## src/rtl/fetch_decode_queue_pkg.sv

```systemverilog
// Shared constants for the fetch/decode front end: instruction/PC widths and
// the canonical NOP (addi x0,x0,0) that decode sees when nothing is queued.
package fetch_decode_queue_pkg;

   localparam int INSTR_SIZE = 32;
   localparam int PC_SIZE    = 32;

   localparam logic [INSTR_SIZE-1:0] nop_inst = 32'h00000013;

endpackage

```

## src/rtl/fetch_decode_queue.sv

```systemverilog
// Instruction queue between fetch and decode: buffers {instr, pc+4} pairs,
// presents the head entry (or a NOP when empty), and drops everything on redirect.
module fetch_decode_queue
   import fetch_decode_queue_pkg::*;
#(
   parameter int DEPTH   = 4,
   parameter int INSTR_W = INSTR_SIZE,
   parameter int PC_W    = PC_SIZE,
   localparam int AW     = $clog2(DEPTH),
   localparam int CW     = $clog2(DEPTH+1)
) (
   input  logic               i_clk,
   input  logic               i_rst,
   input  logic               i_push_valid,
   input  logic [INSTR_W-1:0] i_push_instr,
   input  logic [PC_W-1:0]    i_push_pc,
   output logic               o_full,
   input  logic               i_flush,
   input  logic               i_pop_ready,
   output logic               o_out_valid,
   output logic [INSTR_W-1:0] o_out_instr,
   output logic [PC_W-1:0]    o_out_pc,
   output logic [CW-1:0]      o_count,
   output logic               o_ovf_err
);

   localparam int EW = INSTR_W + PC_W;

   logic [EW-1:0] r_mem [DEPTH];
   logic [AW-1:0] r_wr_ptr, r_rd_ptr;
   logic [CW-1:0] r_count;
   logic          r_ovf_err;

   logic          w_full, w_valid, w_pop_ok, w_push_ok, w_ovf;
   logic [EW-1:0] w_head;

   assign w_full    = (r_count == CW'(DEPTH));
   assign w_valid   = (r_count != '0);
   assign w_pop_ok  = i_pop_ready & w_valid & ~i_flush;
   assign w_push_ok = i_push_valid & (~w_full | w_pop_ok) & ~i_flush;
   assign w_ovf     = i_push_valid & w_full & ~w_pop_ok & ~i_flush;
   assign w_head    = r_mem[r_rd_ptr];

   // Outputs depend only on registered state; fetch never sees a comb path from decode.
   assign o_full      = w_full;
   assign o_out_valid = w_valid;
   assign o_out_instr = w_valid ? w_head[EW-1:PC_W] : INSTR_W'(nop_inst);
   assign o_out_pc    = w_valid ? w_head[PC_W-1:0] : '0;
   assign o_count     = r_count;
   assign o_ovf_err   = r_ovf_err;

   // Storage carries no reset; occupancy alone decides what is valid.
   always_ff @(posedge i_clk) begin
      if (w_push_ok) r_mem[r_wr_ptr] <= {i_push_instr, i_push_pc};
   end

   always_ff @(posedge i_clk or posedge i_rst) begin
      if (i_rst) begin
         r_wr_ptr  <= '0;
         r_rd_ptr  <= '0;
         r_count   <= '0;
         r_ovf_err <= 1'b0;
      end else begin
         if (w_ovf) r_ovf_err <= 1'b1;
         if (i_flush) begin
            r_rd_ptr <= r_wr_ptr;
            r_count  <= '0;
         end else begin
            if (w_push_ok) r_wr_ptr <= r_wr_ptr + AW'(1);
            if (w_pop_ok)  r_rd_ptr <= r_rd_ptr + AW'(1);
            if (w_push_ok && !w_pop_ok)      r_count <= r_count + CW'(1);
            else if (w_pop_ok && !w_push_ok) r_count <= r_count - CW'(1);
         end
      end
   end

endmodule

```

## config.mk

```make
export PLATFORM = sky130hd
export DESIGN_NAME = fetch_decode_queue
export DESIGN_NICKNAME = d
export VERILOG_FILES = /design/src/rtl/fetch_decode_queue_pkg.sv /design/src/rtl/fetch_decode_queue.sv
export SDC_FILE = /design/constraint.sdc
export NUM_CORES = 1
export LEC_CHECK = 0
export BUFFER_PORTS_ARGS = -buffer_cell sky130_fd_sc_hd__buf_2
export CAP_MARGIN = 20
export CORE_MARGIN = 5
export CORE_UTILIZATION = 57
export DETAILED_ROUTE_END_ITERATION = 6
export MAX_ROUTING_LAYER = met4
export PLACE_DENSITY_LB_ADDON = 0.08
export SETUP_SLACK_MARGIN = 0.2
export SLEW_MARGIN = 25
export SYNTH_ARGS = -nofsm -noshare
export SYNTH_HDL_FRONTEND = slang
export SYNTH_SLANG_ARGS = --single-unit
```

## constraint.sdc

```tcl
create_clock -name i_clk -period 3.5 [get_ports i_clk]
set_input_delay 0.7 -clock i_clk [delete_from_list [all_inputs] [get_ports i_clk]]
set_output_delay 0.7 -clock i_clk [all_outputs]
set_load 0.03 [all_outputs]
```

==> impl_metrics.csv <==
group,metric,value,unit
yosys,synth_edf_count,256,
clock_tree,cts_sinks,264,
yosys,netlist_instances,468,
power,peakVddDrop,0.000742,V
timing,fmax,320,MHz
global_route,grt_pass1_vias,5328,
min_path,hold_class,"input pin to async pin",
timing,period_share,89.3,%
yosys,async_reset_ff_share,3.03,%
yosys,synth_commonest_cells,"256 x edfxtp_1, 66 x and2_1, 64 x mux4_2",
setup_path,cp.required,2.80,ns
route,vias,4900,
final_layout,fin_nets,696,
timing,finalSetupViolations,0,
timing,finalCriticalPeriod,3.13,ns
timing,rsz0062_at_grt,"false",
timing,relSlewSlack,40.6,%
global_route,grt_max_degree,63,
yosys,synth.distinct_cells,34,
route,drtIter0Drc,298,
clock_tree,clock_latency,0.51,ns
yosys,synth_flop_cell,"edfxtp_1",
global_route,grt_remaining_overflow,0,
yosys,synth_warnings,0,
yosys,netlist_area,10200,um2
floorplanning,die_w,144,um
placement,io_buffer_count,138,
timing,finClkSkew,0.0104,ns
power,cellPowerDensity,863,nW/um2
clock_tree,root_buffer,"clkbuf_16",
global_route,grt_pass1_wl,29100,um
final_layout,area_growth,17.5,%
timing,finalSetupTns,0,ns
route,route.detailed.wl_per_inst,21.3,um
route,drc,0,
clock_tree,cts.clk_slew.worst_paths,0.06,ns
setup_path,cp-start-kind,"flip-flop",
floorplanning,die_h,144,um
yosys,synth.area.top_cells,"edfxtp_1 75%, mux4_2 14%, and2_1 4.0%",
floorplanning,start_util,57.4,%
floorplanning,row_count,49,
setup_path,crit_path_top_delay_cell,"dfrtp_4",
route,antenna_left,0,
floorplanning,ioPinCount,139,
yosys,yosysTopAreaCell,"edfxtp_1",
clock_tree,cts_resized,0,
yosys,synth_fp_nets,542,
clock_tree,cts_buffer_depth,3,
placement,hpwl,11200,um
yosys,syn-mean-instance-area,21.9,um2
setup_path,worstPathCellList,"buf_4 -> mux4_2 -> and2_1 -> buf_2",
run,cap_violations,0,
timing,finalMaxSlewViolations,0,
timing,worst_pin_slew,0.890,ns
clock_tree,cts_buffers,27,
setup_path,crit_fanout,22,
clock_tree,post_cts_buffers,0,
setup_path,crit_type,"flip-flop to output port",
route,first_pass_iters,4,
yosys,yosysTopAreaCellShare,75.1,%
yosys,ys_seq_area_share,77.0,%
global_route,grt_use_total,19.1,%
setup_path,crit_path_end_kind,"output port",
placement,dpl_worst_slack,0.838,ns
timing,hold_viol,0,
status,status,"completed",
placement,gp_congestion,0.772,
yosys,synth.most_common_cell,"edfxtp_1",
route,routed_wl,18600,um
floorplanning,coreArea,17800,um2
timing,fin_ws,0.374,ns
route,viasPerCell,5.61,
global_route,antenna_found_initial,3,
clock_tree,cts_tree,"built",
setup_path,worst_ep_arrival_time,2.43,ns
clock_tree,cts.htree.levels,1,
setup_path,slowest_delay,0.72,ns
final_layout,drive_gt1_share,40.9,%
power,p_leak,0.00420,uW
yosys,ys_ff_latch,264,
clock_tree,hold_buffers,0,
floorplanning,fp.dieArea,20800,um2
routing by layer:
layer  routed length (um)  GRT usage, %
met1                 7640          25.3
met2                 9680          31.6
met3                 1040          3.08
met4                  227          4.96
met5                    0             -
report_power, final:
group | internal [uW] | switching, uW | total (uW)
combinational | 1500 | 2310 | 3810
sequential | 3860 | 235 | 4090
clock | 1400 | 1080 | 2480
total | 6760 | 3620 | 10400
state kept, by name (all words and copies together), names as in the netlist:
register	flops
o_count	3
r_mem	256
r_rd_ptr	2
r_wr_ptr	2
o_ovf_err	1
path summary, 6_finish.rpt:
path | startpoint | to | slack, ns | depth (start not counted)
hold reg to reg | o_ovf_err$_DFFE_PP0P_ | o_ovf_err$_DFFE_PP0P_ | 0.48 | 1
min in group i_clk | i_push_pc[28] | r_mem[1][28]$_DFFE_PP_ | 0.40 | 1
max in group asynchronous | i_rst | r_rd_ptr[1]$_DFFE_PP0P_ | 3.10 | 2
hold / removal | i_rst | o_count[0]$_DFFE_PP0P_ | 0.13 | 2
setup reg to reg | o_count[2]$_DFFE_PP0P_ | r_mem[1][59]$_DFFE_PP_ | 1.22 | 4
setup / recovery | r_rd_ptr[0]$_DFFE_PP0P_ | o_out_pc[6] | 0.37 | 4
metrics by stage:
stage | cells | instance area (um2) | total power, uW | utilization (%) | hold slack [ns]
detailed placement | 822 | 11300 | 8050 | 63.1 | 0.457
global route | 872 | 12000 | 10900 | 67.5 | 0.138
finish | 873 | 12000 | 10400 | 67.5 | 0.129
global placement | 822 | 11300 | 8000 | 63.1 | 0.460
CTS | 869 | 12000 | 10500 | 67.4 | 0.124
floorplan | 468 | 10200 | 6950 | - | 0.505
layout make-up:
type                            instances  area, um2
Sequential cell                       264       7900
Inverter                                7       26.3
Clock buffer                           32        694
Multi-Input combinational cell        173       2190
Tap cell                              229        287
Clock inverter                         15       72.6
Antenna cell                            4       10.0
Fill cell                            1200       5800
Timing Repair Buffer                  149        861
cells by family (layout without fill, tap and decap cells):
logic type	Yosys count	in the layout	synth area share [%]
DFF	264	264	77.0
and+or+nand+nor	84	84	4.91
muxes	67	67	14.4
buffers and inverters	31	203	1.69
AOI/OAI and AO/OA	13	13	0.965
adders and majority gates	5	5	0.684
xor gates and xnor gates	4	4	0.342
other	0	4	0
placed cells by master, fill, tap and decap left out, drive strengths merged, types with 4 or more instances in the layout:
master,instances
nor2,6
clkbuf,32
diode,4
and2,66
mux4,64
edfxtp,256
dfrtp,8
clkinv,13
inv,7
ha,4
buf,149
worst max-delay path, delay by kind of cell (launching register included):
| family | cells | cell delay [ns] |
|---|---|---|
| buffers and inverters | 2 | 0.49 |
| DFF | 1 | 0.72 |
| muxes | 1 | 0.51 |
| and+or+nand+nor | 1 | 0.18 |
Note: power is estimated with default switching activity, not from simulation.
